### src/rtl/adder_input_conditioner.sv
// Purpose: synchronize, debounce and edge-detect the LoadB/Run keys; snapshot Din at each load press.
// Latency: Din_sync 2 edges; key press pulse is high after edge DB_CYCLES+2 from the first raw sample.
// Backpressure: none. A Run press that arrives while adder_busy is high is dropped and flagged.
//
// Ports:
//   Clk, Reset        - clock and synchronous active-high reset
//   LoadB_n, Run_n    - raw active-low keys (asynchronous)
//   Din_raw           - raw slide switches (asynchronous)
//   adder_busy        - datapath is executing an add
//   Din_sync          - two-flop synchronized Din_raw
//   Din_hold          - Din_sync captured at each accepted LoadB press
//   LoadB_pulse       - one-cycle pulse per accepted LoadB press
//   Run_pulse         - one-cycle pulse per accepted Run press while not busy
//   run_dropped       - sticky: a Run press was discarded while busy
//   key_state         - debounced pressed state {run, loadb}, 1 = pressed
module adder_input_conditioner #(
  parameter int DB_CYCLES = 500000,
  parameter int DIN_W     = 16
) (
  input  logic             Clk,
  input  logic             Reset,
  input  logic             LoadB_n,
  input  logic             Run_n,
  input  logic [DIN_W-1:0] Din_raw,
  input  logic             adder_busy,
  output logic [DIN_W-1:0] Din_sync,
  output logic [DIN_W-1:0] Din_hold,
  output logic             LoadB_pulse,
  output logic             Run_pulse,
  output logic             run_dropped,
  output logic [1:0]       key_state
);

  localparam int             CW      = $clog2(DB_CYCLES);
  localparam logic [CW-1:0]  CNT_MAX = CW'(DB_CYCLES - 1);

  // Key vectors are indexed [1] = run, [0] = loadb and kept in raw polarity
  // (1 = released) until the output stage.
  logic [1:0]          key_s1_q, key_s1_d;
  logic [1:0]          key_s2_q, key_s2_d;
  logic [1:0]          stable_q, stable_d;
  logic [1:0]          stable_dly_q, stable_dly_d;
  logic [1:0][CW-1:0]  cnt_q, cnt_d;
  logic [DIN_W-1:0]    din_s1_q, din_s1_d;
  logic [DIN_W-1:0]    din_s2_q, din_s2_d;
  logic [DIN_W-1:0]    din_hold_q, din_hold_d;
  logic                loadb_pulse_q, loadb_pulse_d;
  logic                run_pulse_q, run_pulse_d;
  logic                run_dropped_q, run_dropped_d;
  logic [1:0]          press;

  always_comb begin
    key_s1_d      = {Run_n, LoadB_n};
    key_s2_d      = key_s1_q;
    din_s1_d      = Din_raw;
    din_s2_d      = din_s1_q;
    stable_d      = stable_q;
    cnt_d         = cnt_q;
    stable_dly_d  = stable_q;

    // Debounce: stable only follows the synchronized key after DB_CYCLES
    // consecutive disagreeing clocks; any agreement restarts the count.
    for (int k = 0; k < 2; k++) begin
      if (key_s2_q[k] == stable_q[k]) begin
        cnt_d[k] = '0;
      end else if (cnt_q[k] == CNT_MAX) begin
        stable_d[k] = key_s2_q[k];
        cnt_d[k]    = '0;
      end else begin
        cnt_d[k] = cnt_q[k] + CW'(1);
      end
    end

    // Stable just went released (1) -> pressed (0) on the previous edge.
    press         = stable_dly_q & ~stable_q;

    loadb_pulse_d = press[0];
    run_pulse_d   = press[1] & ~adder_busy;
    run_dropped_d = run_dropped_q | (press[1] & adder_busy);
    din_hold_d    = press[0] ? din_s2_q : din_hold_q;
  end

  always_ff @(posedge Clk) begin
    if (Reset) begin
      key_s1_q      <= 2'b11;
      key_s2_q      <= 2'b11;
      stable_q      <= 2'b11;
      stable_dly_q  <= 2'b11;
      cnt_q         <= '0;
      din_s1_q      <= '0;
      din_s2_q      <= '0;
      din_hold_q    <= '0;
      loadb_pulse_q <= 1'b0;
      run_pulse_q   <= 1'b0;
      run_dropped_q <= 1'b0;
    end else begin
      key_s1_q      <= key_s1_d;
      key_s2_q      <= key_s2_d;
      stable_q      <= stable_d;
      stable_dly_q  <= stable_dly_d;
      cnt_q         <= cnt_d;
      din_s1_q      <= din_s1_d;
      din_s2_q      <= din_s2_d;
      din_hold_q    <= din_hold_d;
      loadb_pulse_q <= loadb_pulse_d;
      run_pulse_q   <= run_pulse_d;
      run_dropped_q <= run_dropped_d;
    end
  end

  assign Din_sync    = din_s2_q;
  assign Din_hold    = din_hold_q;
  assign LoadB_pulse = loadb_pulse_q;
  assign Run_pulse   = run_pulse_q;
  assign run_dropped = run_dropped_q;
  assign key_state   = ~stable_q;

endmodule

### config.mk
export PLATFORM = sky130hd
export DESIGN_NAME = adder_input_conditioner
export DESIGN_NICKNAME = d
export VERILOG_FILES = /design/src/rtl/adder_input_conditioner.sv
export SDC_FILE = /design/constraint.sdc
export NUM_CORES = 1
export LEC_CHECK = 0
export BUFFER_PORTS_ARGS = -buffer_cell sky130_fd_sc_hd__buf_4
export CORE_MARGIN = 10
export CORE_UTILIZATION = 30
export CTS_CLUSTER_SIZE = 10
export DETAILED_ROUTE_END_ITERATION = 10
export GPL_ROUTABILITY_DRIVEN = 0
export HOLD_SLACK_MARGIN = 0.05
export SETUP_SLACK_MARGIN = 0.05
export SLEW_MARGIN = 20
export SYNTH_ARGS = -nofsm -noshare
export SYNTH_HDL_FRONTEND = slang
export SYNTH_SLANG_ARGS = --single-unit
### constraint.sdc
create_clock -name Clk -period 2.2 [get_ports Clk]
set_input_delay 0.33 -clock Clk [delete_from_list [all_inputs] [get_ports Clk]]
set_output_delay 0.33 -clock Clk [all_outputs]
set_load 0.05 [all_outputs]
==> impl_metrics.json, run 1 <==
{
  "setup_ws_ns": 0.195,
  "max_freq_mhz": 499,
  "die_area_um2": 16300,
  "synth_common_cells": "dfxtp_1 (97), nand2_1 (44), nor2_1 (39)",
  "grt_pass1_vias": 2403,
  "cellLeakagePower_uw": 0.00166,
  "cp.required_ns": 2.47,
  "wl_met2_um": 2920,
  "fin_tns_setup_ns": 0,
  "tritoncts": "done",
  "cts_inserted_buffers": 9,
  "core_area_um2": 11400,
  "met1_length_um": 3390,
  "hpwl_um": 5100,
  "cts_hold_buf": 0,
  "portBuffers": 57,
  "h-tree-depth": 3,
  "dr.pass1.iters": 4,
  "min_period_over_period_pct": 91.1,
  "post_dp_cell_area_um2": 4070,
  "cts_sinks": 97,
  "overflow": 0,
  "p_sw_share_pct": 20.9,
  "post-cts-setup-buffers": 0,
  "syn_area_per_cell_um2": 9.42,
  "diodes": 0,
  "startpoint_type": "flip-flop",
  "initial_core_util_pct": 30.6,
  "crit_fanout": 7,
  "drt_iter0_drc": 120,
  "outcome": "finished clean",
  "critPathArrivalTime_ns": 2.27,
  "synth_seq_area_share_pct": 55.9,
  "ys_dominant_reg_cell": "dfxtp_1",
  "fin_area_um2": 4400,
  "async_flop_share_pct": 0,
  "slew_viol_final": 0,
  "clk_path_buf_depth": 2,
  "synth_cell_types": 35,
  "synth_top_cell_area_share_pct": 55.9,
  "setup_viol": 0,
  "ir_drop_mv": 0.557,
  "ant_nets": 0,
  "p_clk_share_pct": 47.0,
  "drcViolationCount": 0,
  "comb_power_share_pct": 3.8,
  "nets": 450,
  "dpl_worst_slack_ns": 0.205,
  "clk_latency_ns": 0.34,
  "syn_inst": 369,
  "antenna_found_initial": 0,
  "die_w_um": 128,
  "totalPowerFinal_uw": 3660,
  "io_pins": 58,
  "syn_to_final_growth_pct": 26.6,
  "grt_max_degree": 40,
  "hold_viol": 0,
  "cap_violations": 0,
  "n_fill_cell": 1106,
  "maxSlewHeadroom_pct": 65.1,
  "top_layer_used": "met4",
  "clkTransAtPathRegs_ns": 0.07,
  "final.min_clock_period_ns": 2.00,
  "r2r_setup_slack_ns": 0.20,
  "p_int_uw": 2890,
  "regArea_um2": 1940,
  "rsz0062_at_grt": "no",
  "power.density_nw_per_um2": 830,
  "wire_per_inst_um": 12.2,
  "synth.most_common_cell": "dfxtp_1",
  "hold_path.class": "in -> reg",
  "finalWirelength_um": 7000,
  "ys_ff_latch": 97,
  "die_h_um": 128,
  "final_layout_size_suffix_gt1_share_pct": 20.1,
  "synthTopCellsByArea": "dfxtp_1 (56%), nor2b_1 (5.9%), nand2_1 (4.8%)",
  "cts_resized": 0,
  "yosys_warnings": 0,
  "synth_edf_count": 0,
  "finClkSkew_ns": 0.00648,
  "synth_top_cell_by_area": "dfxtp_1",
  "cp-end-kind": "flip-flop",
  "power.switching_uw": 765,
  "clockRootBuffer": "clkbuf_16",
  "worstSetupPathType": "reg -> reg",
  "wl_met3_um": 565,
  "num_rows": 39,
  "synth.cell_area_um2": 3480,
  "multi_input_area_um2": 1440,
  "num_vias": 2647,
  "seqPwrFrac_pct": 49.2,
  "vias_per_cell": 4.60,
  "worst_pin_slew_ns": 0.523,
  "synth_nets": 392,
  "grt_pass1_wl_um": 11600,
  "grt_usage_pct": 8.49
}
==> placed cells by master, fill, tap and decap left out, drive strengths merged <==
cell / n
a21oi: 22
a31oi: 1
and2: 2
and3: 7
and4: 4
buf: 63
bufinv: 2
clkbuf: 10
clkinv: 1
dfxtp: 97
ha: 2
inv: 11
mux2i: 1
nand2: 45
nand3: 9
nand4: 16
nor2: 39
nor2b: 33
nor3: 5
nor3b: 1
nor4: 4
nor4b: 4
o211ai: 1
o21ai: 6
o221ai: 1
o31ai: 3
or2: 5
or3: 4
or4: 3
or4b: 1
xnor2: 13
xor2: 16
==> final timing paths <==
path,endpoint,from,cells past startpoint
setup / recovery,cnt_q[36]$_SDFF_PP0_,cnt_q[24]$_SDFF_PP0_,4
hold / removal,Run_pulse$_SDFF_PP0_,adder_busy,2
setup reg to reg,cnt_q[36]$_SDFF_PP0_,cnt_q[24]$_SDFF_PP0_,4
hold reg to reg,key_s2_q[1]$_SDFF_PP1_,key_s1_q[1]$_SDFF_PP1_,1
==> power groups by stage <==
stage               Clock [µW]  Combinational [µW]  Sequential, µW
detailed placement           0                 141            1840
finish                    1720                 139            1800
floorplan                    0                41.4            1880
global placement             0                 141            1840
CTS                       1760                 141            1800
global route              1830                 150            1800
==> logic make-up after synthesis <==
family	share of synthesized area (%)
AOI/OAI and AO/OA	5.47
xor gates and xnor gates	7.31
adders and majority gates	0.720
buffers and inverters	2.66
DFF	55.9
muxes	0.288
and+or+nand+nor	27.7
==> per-stage QoR <==
| stage | std cells | utilization, % | hold WS, ns |
|---|---|---|---|
| 3_3_place_gp | 559 | 35.8 | 0.403 |
| 5_1_grt | 575 | 38.7 | 0.168 |
| 6_report | 575 | 38.7 | 0.177 |
| 4_1_cts | 575 | 38.7 | 0.166 |
| 3_5_place_dp | 559 | 35.8 | 0.399 |
| 2_1_floorplan | 369 | - | 0.389 |
==> layer usage <==
metal	vias up	global-route usage (%)
li1	1347	-
met1	1211	11.0
met2	80	12.3
met3	9	3.02
met4	0	3.97
met5	-	0
==> cell type report <==
| type | count | area share, % |
|---|---|---|
| multi-input cells | 248 | 32.7 |
| repair buffers | 63 | 10.7 |
| well taps | 143 | 4.06 |
| inverters | 8 | 0.682 |
| clock buffers | 10 | 5.43 |
| clock inverters | 6 | 2.22 |
| flip-flops and latches | 97 | 44.1 |
==> worst max-delay path: stages (launching register included) <==
cell     delay [ns]
dfxtp_1        0.47
nand4_4        0.17
or4_1          0.63
or4_1          0.50
a21oi_1        0.16
==> flip-flops by register name, indices dropped and copies added (netlist names) <==
signal / cells
LoadB_pulse: 1
key_s1_q: 2
stable_dly_q: 2
run_dropped: 1
Din_sync: 16
key_s2_q: 2
din_s1_q: 16
Run_pulse: 1
stable_dly_d: 2
cnt_q: 38
Din_hold: 16
(Power assumes the default switching activity.)
==> run 2: changes to the inputs <==
--- a/config.mk
+++ b/config.mk
@@ -12,6 +12,7 @@
 export DETAILED_ROUTE_END_ITERATION = 10
 export GPL_ROUTABILITY_DRIVEN = 0
 export HOLD_SLACK_MARGIN = 0.05
+export PLACE_DENSITY = 0.54
 export SETUP_SLACK_MARGIN = 0.05
 export SLEW_MARGIN = 20
 export SYNTH_ARGS = -nofsm -noshare
==> impl_metrics.json, run 2 (synthesis gave the netlist of run 1 again) <==
{
  "reg2regPathDepth": 4,
  "dr.pass1.iters": 4,
  "top_register": "cnt_q",
  "setup_viol": 0,
  "holdPathStages": 2,
  "initial_core_util_pct": 30.6,
  "crit_family": "simple AND/OR/NAND/NOR gates",
  "placed_cells": 558,
  "worst_pin_slew_ns": 0.561,
  "cts_sinks": 97,
  "p_sw_share_pct": 22.9,
  "clk_latency_ns": 0.34,
  "setup_ws_ns": 0.187,
  "drcViolationCount": 0,
  "grt_use_met1_pct": 12.0,
  "wire_per_inst_um": 12.4,
  "portBuffers": 57,
  "nets": 449,
  "grt_usage_pct": 8.77,
  "reg2reg_to": "cnt_q[36]$_SDFF_PP0_",
  "cap_violations": 0,
  "hp-start": "LoadB_n",
  "path_cells": "nand4_4, or4_1, or4_1, a21oi_1",
  "core_area_um2": 11400,
  "r2r_setup_slack_ns": 0.19,
  "min_period_over_period_pct": 91.5,
  "hold_path.class": "in -> reg",
  "hold_viol": 0,
  "ant_nets": 0,
  "clk_path_buf_depth": 2,
  "fin_tns_setup_ns": 0,
  "die_w_um": 128,
  "io_pins": 58,
  "final_common_cell": "dfxtp_1",
  "clockRootBuffer": "clkbuf_16",
  "p_clk_share_pct": 43.3,
  "multi_input_area_um2": 1440,
  "die_area_um2": 16300,
  "dpl_worst_slack_ns": 0.209,
  "critPathArrivalTime_ns": 2.28,
  "drt_iter0_drc": 205,
  "worstSetupPathType": "reg -> reg",
  "h-tree-depth": 3,
  "rsz0062_at_grt": "no",
  "layout.cells.non_filler": 574,
  "cp.required_ns": 2.47,
  "largest_reg_flops": 38,
  "syn_to_final_growth_pct": 25.0,
  "startpoint_type": "flip-flop",
  "path_buf_inv": 0,
  "post-cts-setup-buffers": 0,
  "finalWirelength_um": 7110,
  "grt_pass1_wl_um": 11800,
  "num_rows": 39,
  "crit_slowest_cell": "or4_1",
  "num_vias": 2554,
  "grt_max_degree": 48,
  "comb_power_share_pct": 4.0,
  "n_fill_cell": 1133,
  "power.density_nw_per_um2": 786,
  "final_cell_mix": "dfxtp_1 (97), buf_4 (62), nand2_1 (44)",
  "diodes": 0,
  "busiest_layer": "met2",
  "outcome": "finished clean",
  "crit_fanout": 7,
  "r2r-start": "cnt_q[24]$_SDFF_PP0_",
  "final_layout_size_suffix_gt1_share_pct": 20.0,
  "cts_resized": 0,
  "cellLeakagePower_uw": 0.00164,
  "globalRouteMet3Util_pct": 2.15,
  "antenna_found_initial": 0,
  "clkTransAtPathRegs_ns": 0.07,
  "maxSlewHeadroom_pct": 62.5,
  "p_int_uw": 2630,
  "seqPwrFrac_pct": 52.6,
  "die_h_um": 128,
  "final.min_clock_period_ns": 2.01,
  "use_met2_pct": 12.1,
  "cts_hold_buf": 0,
  "power.switching_uw": 782,
  "finClkSkew_ns": 0.00686,
  "vias_per_cell": 4.45,
  "ir_drop_mv": 0.402,
  "cts_inserted_buffers": 9,
  "slowest_delay_ns": 0.62,
  "hold_end": "key_s1_q[0]$_SDFF_PP1_",
  "overflow": 0,
  "max_freq_mhz": 497,
  "slew_viol_final": 0,
  "regArea_um2": 1940,
  "grt_pass1_vias": 2409,
  "hpwl_um": 5050,
  "tritoncts": "done",
  "critPathMostFrequentCell": "or4_1",
  "cp-end-kind": "flip-flop"
}
[run 2: changes by cell type in the layout (fill, tap and decap cells not counted)]
cell / delta
clkinv_2: +1
inv_8: +1
clkinv_4: +2
inv_6: -1
clkbuf_8: -1
buf_4: -1
bufinv_16: -2
[run 2: worst reg2reg max path, cell delays in order, from the launching register on]
cell and delay [ns]:
dfxtp_1 0.49, nand4_4 0.17, or4_1 0.62, or4_1 0.51
a21oi_1 0.15
[run 2: worst max-delay path by stage]
| stage | from | to | cells past startpoint |
|---|---|---|---|
| after floorplan | cnt_q[0]$_SDFF_PP0_ | cnt_q[10]$_SDFF_PP0_ | 7 |
| after global placement | cnt_q[24]$_SDFF_PP0_ | cnt_q[36]$_SDFF_PP0_ | 4 |
| after detailed placement | cnt_q[24]$_SDFF_PP0_ | cnt_q[36]$_SDFF_PP0_ | 4 |
| after CTS | cnt_q[24]$_SDFF_PP0_ | cnt_q[36]$_SDFF_PP0_ | 4 |
| after global routing | cnt_q[24]$_SDFF_PP0_ | cnt_q[36]$_SDFF_PP0_ | 4 |
| final | cnt_q[24]$_SDFF_PP0_ | cnt_q[36]$_SDFF_PP0_ | 4 |
[run 2: cell type report]
class,count,area share [%]
clock buffer,9,5.18
sequential,97,44.7
tap,143,4.12
timing repair buffer,62,10.7
clock inverter,7,1.44
inverter,8,0.691
multi-input combinational,248,33.2
[run 2: metrics by stage]
step,instance area [µm²],util (%),total power (µW),hold slack [ns]
after floorplan,3480,-,1920,0.389
after global placement,4060,35.7,1980,0.394
after detailed placement,4060,35.7,1980,0.397
after CTS,4350,38.2,3480,0.161
after global routing,4350,38.2,3550,0.165
final,4350,38.2,3420,0.174
[run 2: power groups by stage]
stage          logic (µW)  registers [µW]  clock network (µW)
4_1_cts               141            1800                1540
2_1_floorplan        41.4            1880                   0
3_5_place_dp          140            1840                   0
3_3_place_gp          139            1840                   0
5_1_grt               149            1800                1600
6_report              138            1800                1480
[run 2: routing by layer]
metal / vias to the layer above / share of wire, %
met1: 1141 / 52
met3: 10 / 5.7
met5: - / 0
met4: 0 / 2.0
li1: 1347 / -
met2: 56 / 40
==> run 3: changes to the inputs <==
--- a/config.mk
+++ b/config.mk
@@ -5,6 +5,7 @@
 export SDC_FILE = /design/constraint.sdc
 export NUM_CORES = 1
 export LEC_CHECK = 0
+export ABC_AREA = 1
 export BUFFER_PORTS_ARGS = -buffer_cell sky130_fd_sc_hd__buf_4
 export CORE_MARGIN = 10
 export CORE_UTILIZATION = 30
==> impl_metrics.json, run 3 <==
{
  "outcome": "finished clean",
  "synth_nets": 525,
  "clk_latency_ns": 0.33,
  "hpwl_um": 5940,
  "cts_hold_buf": 0,
  "synth_top_family_by_area": "simple AND/OR/NAND/NOR gates",
  "synth_compound_area_share_pct": 4.40,
  "synth_seq_area_share_pct": 51.7,
  "drcViolationCount": 0,
  "yosys_warnings": 0,
  "syn_area_per_cell_um2": 7.48,
  "num_rows": 40,
  "h-tree-depth": 3,
  "core_area_um2": 12100,
  "syn_to_final_growth_pct": 24.2,
  "grt_max_degree": 41,
  "path_cells": "ha_1, nand3_2, inv_2, nand3_1, nand2_2, inv_2, nand2_1, inv_1",
  "post-cts-setup-buffers": 0,
  "power.density_nw_per_um2": 759,
  "maxSlewHeadroom_pct": 61.7,
  "clockRootBuffer": "clkbuf_16",
  "grt_pass1_vias": 2914,
  "clk_path_buf_depth": 2,
  "num_vias": 3024,
  "diodes": 0,
  "synth_common_cells": "nor2_1 (133), dfxtp_1 (97), nand2_1 (80)",
  "cp.required_ns": 2.44,
  "nets": 585,
  "top_register": "cnt_q",
  "setup_viol": 0,
  "rsz0062_at_grt": "no",
  "portBuffers": 57,
  "worst_pin_slew_ns": 0.575,
  "largest_reg_flops": 38,
  "die_area_um2": 17400,
  "slew_viol_final": 0,
  "tritoncts": "done",
  "regArea_um2": 1940,
  "max_freq_mhz": 644,
  "critPathMostFrequentCell": "inv_2",
  "synth_edf_count": 0,
  "crit_family": "simple AND/OR/NAND/NOR gates",
  "die_w_um": 132,
  "antenna_found_initial": 0,
  "final_cell_mix": "nor2_1 (133), dfxtp_1 (97), nand2_1 (80)",
  "cts_sinks": 97,
  "crit_slowest_cell": "dfxtp_1",
  "vias_per_cell": 4.11,
  "overflow": 0,
  "critPathArrivalTime_ns": 1.79,
  "finClkSkew_ns": 0.00483,
  "hold_viol": 0,
  "fin_area_um2": 4660,
  "final_layout_size_suffix_gt1_share_pct": 18.0,
  "ys_dominant_reg_cell": "dfxtp_1",
  "dr.pass1.iters": 6,
  "die_h_um": 132,
  "post_dp_cell_area_um2": 4360,
  "fin_tns_setup_ns": 0,
  "min_period_over_period_pct": 70.6,
  "synthTopCellsByArea": "dfxtp_1 (52%), nor2_1 (13%), nand2_1 (8.0%)",
  "totalPowerFinal_uw": 3540,
  "wire_per_inst_um": 10.8,
  "hold_path.class": "in -> reg",
  "startpoint_type": "flip-flop",
  "synth_top_cell_by_area": "dfxtp_1",
  "final.min_clock_period_ns": 1.55,
  "synthXorXnorAreaFrac_pct": 3.73,
  "path_buf_inv": 3,
  "synth_simple_gate_area_share_pct": 30.5,
  "initial_core_util_pct": 31.0,
  "cp-end-kind": "flip-flop",
  "synth.cell_area_um2": 3760,
  "ant_nets": 0,
  "synth.most_common_cell": "nor2_1",
  "grt_pass1_wl_um": 13700,
  "drt_iter0_drc": 102,
  "synth_adder_area_share_pct": 0.666,
  "final_common_cell": "nor2_1",
  "ys_ff_latch": 97,
  "grt_usage_pct": 9.28,
  "n_fill_cell": 1303,
  "cellLeakagePower_uw": 0.00189,
  "synth_cell_types": 26,
  "syn_inst": 502,
  "io_pins": 58,
  "finalWirelength_um": 7930,
  "cts_inserted_buffers": 9,
  "cap_violations": 0,
  "cts_resized": 0,
  "multi_input_area_um2": 1480,
  "worstSetupPathType": "reg -> reg",
  "ir_drop_mv": 0.445,
  "clkTransAtPathRegs_ns": 0.07,
  "synth_top_cell_area_share_pct": 51.7,
  "async_flop_share_pct": 0,
  "slowest_delay_ns": 0.40,
  "crit_fanout": 18,
  "synthMuxAreaShare_pct": 0
}
run 3: cell types whose count changed in the layout (fill, tap and decap cells not counted), moves of 6 or more:
cell / change
xnor2_1: -8
nand2_1: +36
nand4_1: -6
inv_2: +9
nor2_1: +94
nand3_1: +14
inv_1: +59
o21ai_0: +15
nor2b_1: -33
and3_1: -7
a21oi_1: -12
run 3: worst reg2reg max path, cell delays in order (launching register included):
cell	delay, ns
dfxtp_1	0.40
ha_1	0.23
nand3_2	0.14
inv_2	0.11
nand3_1	0.11
nand2_2	0.31
inv_2	0.06
nand2_1	0.06
inv_1	0.03
run 3: logic make-up (layout without fill, tap and decap cells):
kind of cell | after synthesis | count (layout)
flops | 97 | 97
buf+inv | 86 | 151
simple gates | 268 | 268
compound gates | 33 | 33
xor+xnor | 16 | 16
fa+ha+maj | 2 | 2
run 3: metrics by stage:
stage	hold slack (ns)	std cells	utilization [%]	worst slack, ns
final	0.169	735	38.5	0.647
after global routing	0.170	735	38.5	0.509
after detailed placement	0.392	719	36.0	0.648
after global placement	0.388	719	36.0	0.686
after CTS	0.155	735	38.5	0.636
after floorplan	0.388	502	-	0.847
run 3: routing by layer:
| metal | track usage (%) | share of wire, % | up-vias |
|---|---|---|---|
| met5 | 0 | 0 | - |
| met4 | 3.83 | 1.3 | 0 |
| met3 | 3.73 | 8.1 | 8 |
| met2 | 13.6 | 41 | 64 |
| met1 | 11.8 | 49 | 1312 |
| li1 | - | - | 1640 |
run 3: worst paths after layout:
path                                         startpoint                       to  slack [ns]  cells past startpoint
worst max register to register      cnt_q[0]$_SDFF_PP0_     cnt_q[15]$_SDFF_PP0_        0.65                      8
worst min register to register  din_s1_q[11]$_SDFF_PP0_  Din_sync[11]$_SDFF_PP0_        0.40                      2
worst min-delay path                         adder_busy     Run_pulse$_SDFF_PP0_        0.17                      2
worst max-delay path                cnt_q[0]$_SDFF_PP0_     cnt_q[15]$_SDFF_PP0_        0.65                      8
run 3: final cells by class:
| cell class | count | share of cell area [%] |
|---|---|---|
| sequential | 97 | 41.6 |
| multi-input combinational | 319 | 31.6 |
| timing repair buffer | 59 | 9.50 |
| inverter | 76 | 6.12 |
| clock buffer | 9 | 4.83 |
| tap | 168 | 4.51 |
| clock inverter | 7 | 1.80 |
run 3: report_power, final:
group | internal [µW] | leakage, µW | switching (µW) | total, µW
clock network | 903 | 0.000149 | 690 | 1590
logic | 55.2 | 0.000950 | 91.4 | 147
registers | 1790 | 0.000789 | 12.9 | 1800
total | 2750 | 0.00189 | 794 | 3540
